### src/rtl/pipeline_stall_controller_pkg.sv
// Shared pipeline control types: controller state encoding and stage-control words.
package pipeline_stall_controller_pkg;

  typedef enum logic [1:0] {
    StRun      = 2'd0,
    StDmemWait = 2'd1,
    StHalted   = 2'd2
  } state_e;

  typedef struct packed {
    logic pc_write;
    logic ifid_write;
    logic ifid_flush;
    logic idex_write;
    logic idex_flush;
    logic exmem_write;
    logic memwb_bubble;
  } ctrl_t;

  localparam ctrl_t CtrlRun    = 7'b1101010;
  // Bubble control word: everything frozen, MEM/WB takes a bubble.
  localparam ctrl_t CtrlFreeze = 7'b0000001;
  localparam ctrl_t CtrlHalt   = 7'b0000000;

  // Branch squashes the load-use victim, so it outranks hazard_stall.
  function automatic ctrl_t run_ctrl(input logic branch_taken, input logic hazard_stall);
    ctrl_t c;
    c = CtrlRun;
    if (branch_taken) begin
      c.ifid_flush = 1'b1;
      c.idex_flush = 1'b1;
    end else if (hazard_stall) begin
      c.pc_write   = 1'b0;
      c.ifid_write = 1'b0;
      c.idex_flush = 1'b1;
    end
    return c;
  endfunction

endpackage

### src/rtl/sat_counter.sv
// Saturating up-counter with synchronous clear and asynchronous active-high reset.
module sat_counter #(
  parameter int unsigned CNT_W = 16
) (
  input  logic             clk,
  input  logic             reset,
  input  logic             enable,
  input  logic             clear,
  output logic [CNT_W-1:0] count
);

  logic [CNT_W-1:0] count_q;

  always_ff @(posedge clk or posedge reset) begin
    if (reset) begin
      count_q <= '0;
    end else if (clear) begin
      count_q <= '0;
    end else if (enable && (count_q != {CNT_W{1'b1}})) begin
      count_q <= count_q + 1'b1;
    end
  end

  assign count = count_q;

endmodule

### src/rtl/pipeline_stall_controller.sv
// Pipeline sequencer: merges halt, data-memory wait, branch redirect and load-use stall into
// per-stage enables/flushes, with a memory-wait watchdog and a saturating stall counter.
module pipeline_stall_controller
  import pipeline_stall_controller_pkg::*;
#(
  parameter int unsigned MAX_WAIT = 16,
  parameter int unsigned CNT_W    = 16
) (
  input  logic             clk,
  input  logic             reset,
  input  logic             hazard_stall,
  input  logic             branch_taken,
  input  logic             dmem_req,
  input  logic             dmem_ready,
  input  logic             halt,
  output logic             pc_write,
  output logic             ifId_write,
  output logic             ifId_flush,
  output logic             idEx_write,
  output logic             idEx_flush,
  output logic             exMem_write,
  output logic             memWb_bubble,
  output logic             dmem_timeout,
  output logic [CNT_W-1:0] stall_count
);

  localparam int unsigned WaitW = $clog2(MAX_WAIT + 1);
  localparam logic [WaitW-1:0] MaxWait = WaitW'(MAX_WAIT);

  state_e           state_q, state_d;
  logic [WaitW-1:0] wait_q, wait_d, wait_inc;
  logic             timeout_q, timeout_d;
  logic             freeze;
  ctrl_t            ctrl, ctrl_out;

  always_ff @(posedge clk or posedge reset) begin
    if (reset) begin
      state_q   <= StRun;
      wait_q    <= '0;
      timeout_q <= 1'b0;
    end else begin
      state_q   <= state_d;
      wait_q    <= wait_d;
      timeout_q <= timeout_d;
    end
  end

  // In RUN halt outranks a new memory wait; an ongoing wait ignores halt until ready.
  assign freeze   = !dmem_ready &&
                    ((state_q == StDmemWait) || (state_q == StRun && !halt && dmem_req));
  assign wait_inc = (state_q == StRun) ? WaitW'(1) : wait_q + 1'b1;

  always_comb begin
    ctrl      = CtrlRun;
    state_d   = state_q;
    wait_d    = wait_q;
    timeout_d = timeout_q;
    unique case (state_q)
      StRun, StDmemWait: begin
        if (freeze) begin
          ctrl = CtrlFreeze;
          if (wait_inc >= MaxWait) begin
            timeout_d = 1'b1;
            state_d   = StHalted;
            wait_d    = '0;
          end else begin
            state_d = StDmemWait;
            wait_d  = wait_inc;
          end
        end else if (halt) begin
          ctrl    = CtrlHalt;
          state_d = StHalted;
          wait_d  = '0;
        end else begin
          ctrl    = run_ctrl(branch_taken, hazard_stall);
          state_d = StRun;
          wait_d  = '0;
        end
      end
      StHalted: begin
        ctrl = CtrlHalt;
      end
      default: begin
        ctrl    = CtrlHalt;
        state_d = StRun;
        wait_d  = '0;
      end
    endcase
  end

  assign ctrl_out     = reset ? CtrlRun : ctrl;
  assign pc_write     = ctrl_out.pc_write;
  assign ifId_write   = ctrl_out.ifid_write;
  assign ifId_flush   = ctrl_out.ifid_flush;
  assign idEx_write   = ctrl_out.idex_write;
  assign idEx_flush   = ctrl_out.idex_flush;
  assign exMem_write  = ctrl_out.exmem_write;
  assign memWb_bubble = ctrl_out.memwb_bubble;
  assign dmem_timeout = timeout_q;

  sat_counter #(
    .CNT_W (CNT_W)
  ) u_stall_counter (
    .clk    (clk),
    .reset  (reset),
    .enable (!ctrl.pc_write && (state_q != StHalted)),
    .clear  (1'b0),
    .count  (stall_count)
  );

endmodule

### config.mk
export PLATFORM = sky130hd
export DESIGN_NAME = pipeline_stall_controller
export DESIGN_NICKNAME = d
export VERILOG_FILES = /design/src/rtl/pipeline_stall_controller_pkg.sv /design/src/rtl/sat_counter.sv /design/src/rtl/pipeline_stall_controller.sv
export SDC_FILE = /design/constraint.sdc
export NUM_CORES = 1
export LEC_CHECK = 0
export CAP_MARGIN = 20
export CORE_UTILIZATION = 30
export CTS_CLUSTER_SIZE = 28
export DETAILED_ROUTE_END_ITERATION = 8
export GPL_ROUTABILITY_DRIVEN = 0
export GPL_TIMING_DRIVEN = 0
export SYNTH_ARGS = -nofsm -noshare
export SYNTH_HDL_FRONTEND = slang
export SYNTH_SLANG_ARGS = --single-unit
export TNS_END_PERCENT = 1
### constraint.sdc
create_clock -name clk -period 1.4 [get_ports clk]
set_input_delay 0.28 -clock clk [delete_from_list [all_inputs] [get_ports clk]]
set_output_delay 0.28 -clock clk [all_outputs]
set_load 0.1 [all_outputs]
==> flow_summary.yaml <==
logic_synthesis:
  synthFlopType: "dfrtp_1"
  synth.area.top_cells: "dfrtp_1 (44%), xor2_1 (10%), nor4_2 (4.6%), nand3_1 (3.7%), nor4_4 (3.1%)"
  yosysUniqueCellTypes: 39
  yosys_warnings: 0
  synthXorXnorAreaFrac: 0.102
  synth-compound-area-share: 0.0677
  async_flop_share: 1.00
  syn_area_sq_mm: 0.00137
  synthSimpleGateAreaFrac: 0.307
  yosys.area.top_type: "dfrtp_1"
  synth_top_area_frac: 0.439
  seq_area_frac_synth: 0.439
  synthAdderAreaFrac: 0.0183
  synth_top_family_by_area: "simple AND/OR/NAND/NOR gates"
  netlist_instances: 124
  synth_edf_count: 0
  ys_seq_elements: 24
  syn_avg_cell_area_sq_um: 11.0
  synth.mux.area_fraction: 0.0238
  synth.net_count: 133
clock_network:
  cts_sinks: 24
  clkTransAtPathRegs_ns: 0.09
  root_buffer: "clkbuf_8"
  h-tree-depth: 1
  hold_buffers: 0
  clk_path_buf_depth: 2
  clock_latency_ns: 0.27
  cts_buffers: 3
  cts_tree: "done"
timing:
  worst_pin_slew_ns: 0.700
  fin_tns_setup_ns: -5.07
  setup_viol: 24
  period_share: 1.21
  fin_ws_ns: -0.294
  clock_skew_ns: 0.0114
  rsz0062_at_grt: "yes"
  fin_crit_ns: 1.69
  hold_viol_final: 0
  fmaxAchievable_mhz: 590
  relSlewSlack: 0.531
  final_max_slew_viol_count: 0
routing:
  drt-pass1-iter-count: 4
  first_iter_violations: 30
  via_count: 1087
  ant_nets: 0
  wl_per_cell_um: 14.6
  drc_errors: 0
  drt_wl_total_mm: 3.15
  routed_via_density: 5.06
critical_path:
  r2r-end: "u_stall_counter.count[5]$_DFFE_PP0P_"
  cp-start-kind: "flip-flop"
  crit_fanout: 5
  crit_type: "reg -> out"
  crit_path_end_kind: "output pin"
  arrival_ns: 1.41
  reg2reg_depth: 5
  r2r_start: "u_stall_counter.count[8]$_DFFE_PP0P_"
  rrSetupSlack_ns: -0.26
  required_ns: 1.12
die:
  die_h_um: 69.5
  rows: 24
  coreArea_sq_mm: 0.00435
  die_w_um: 69.5
  io_pins: 31
  dieArea_sq_mm: 0.00483
  start_util: 0.314
final_layout:
  fillers: 401
  antenna_cells: 0
  syn2layout_area_growth_pct: 49.4
  drive_above_1_share: 0.552
  fin_util: 0.469
  nNetsFinal: 173
global_routing:
  grt_pass1_vias: 1110
  grt-ovfl-total: 0
  antenna_found_initial: 0
  grt_max_degree: 14
  grt_use_total: 0.138
  grt_first_pass_wirelength_mm: 5.34
pwr:
  p_per_area_mw_per_mm2: 1040
  power_leakage_nw: 0.794
  ir_drop_mv: 0.645
run_status:
  violations: "setup timing"
  status: "complete, but fails checks"
placed_design:
  port_buffers: 30
  place_hpwl_mm: 2.17
min_path:
  min_path_type: "in -> async"
flow_run:
  drv_cap: 0
[critical path, cell delays in order (launching register included)]
cell and delay (ns):
dfrtp_2 0.44, nor2_4 0.17, nand2_4 0.10, nor3b_4 0.23, buf_12 0.20
[cells in the final DEF, fill, tap and decap left out, types with 5 or more instances in the layout]
cell type / n
buf_12: 7
xor2_1: 15
nor4_2: 5
nand2_1: 6
dfrtp_2: 8
dlygate4sd2_1: 6
nand3_1: 6
dfrtp_1: 6
buf_4: 19
dfrtp_4: 10
[power breakdown]
part	switching, mW	internal, mW
Clock	0.214	0.203
Sequential	0.102	0.792
Combinational	0.616	0.196
[per-layer routing]
metal | track usage | wire length (um)
met1 | 0.163 | 1320
met2 | 0.247 | 1690
met3 | 0.0349 | 116
met4 | 0.0340 | 23
met5 | 0 | 0
[kinds of logic after synthesis]
kind of cell | Yosys count
and+or+nand+nor | 61
DFF | 24
xor gates and xnor gates | 16
AOI/OAI and AO/OA | 11
buffers and inverters | 7
muxes | 3
adders and majority gates | 2
[stage by stage]
| step | setup WS [ns] | area (sq um) | power [mW] | hold WS, ns | std cells |
|---|---|---|---|---|---|
| after floorplan | -0.460 | 1480 | 1.49 | 0.193 | 124 |
| after global placement | -1.88 | 1850 | 1.69 | 0.464 | 206 |
| after detailed placement | -1.92 | 1850 | 1.70 | 0.466 | 206 |
| after CTS | -0.386 | 2000 | 2.15 | 0.389 | 215 |
| after global routing | -0.366 | 2040 | 2.22 | 0.416 | 215 |
| final | -0.294 | 2040 | 2.12 | 0.383 | 215 |
[flip-flops by register name, indices dropped and copies added, names as in the netlist]
register               count
wait_q                     5
dmem_timeout               1
u_stall_counter.count     16
state_q                    2
[cell usage after synthesis, drive strengths merged (2+ instances only)]
| library cell | instances |
|---|---|
| nor2b | 2 |
| nand4 | 3 |
| ha | 2 |
| dfrtp | 24 |
| nor3 | 6 |
| nand2 | 9 |
| o22ai | 2 |
| and3 | 2 |
| nor2 | 6 |
| xor2 | 16 |
| nor3b | 3 |
| nor4b | 3 |
| nand2b | 3 |
| o21bai | 2 |
| inv | 2 |
| nand4b | 2 |
| nand3 | 10 |
| nor4 | 7 |
| buf | 5 |
| mux2 | 2 |
[how the worst max path moves through the flow]
stage / depth (start not counted) / start / to / slack (ns)
global placement: 5 / reset / idEx_write / -1.88
detailed placement: 5 / reset / pc_write / -1.92
finish: 4 / state_q[1]$_DFFE_PP0P_ / ifId_flush / -0.29
CTS: 5 / state_q[0]$_DFFE_PP0P_ / ifId_flush / -0.39
floorplan: 4 / state_q[0]$_DFFE_PP0P_ / ifId_flush / -0.46
global route: 4 / state_q[1]$_DFFE_PP0P_ / ifId_flush / -0.37
[layout make-up]
| type | count | area, sq um | area share |
|---|---|---|---|
| repair inverters | 1 | 5.00 | 0.00245 |
| flip-flops and latches | 24 | 648 | 0.317 |
| well taps | 52 | 65.1 | 0.0318 |
| inverters | 2 | 11.3 | 0.00551 |
| clock buffers | 4 | 45.0 | 0.0220 |
| plain buffers | 4 | 41.3 | 0.0202 |
| repair buffers | 35 | 359 | 0.176 |
| multi-input cells | 93 | 868 | 0.425 |
[timing repair]
item | in CTS | in global routing
gates resized for setup | 180 | 13
gates cloned | 1 | 0
pin swaps | 7 | 8
buffers inserted | 4 | 1
endpoints found under the setup margin | 46 | 29
Power figures use the tool's default switching activity.
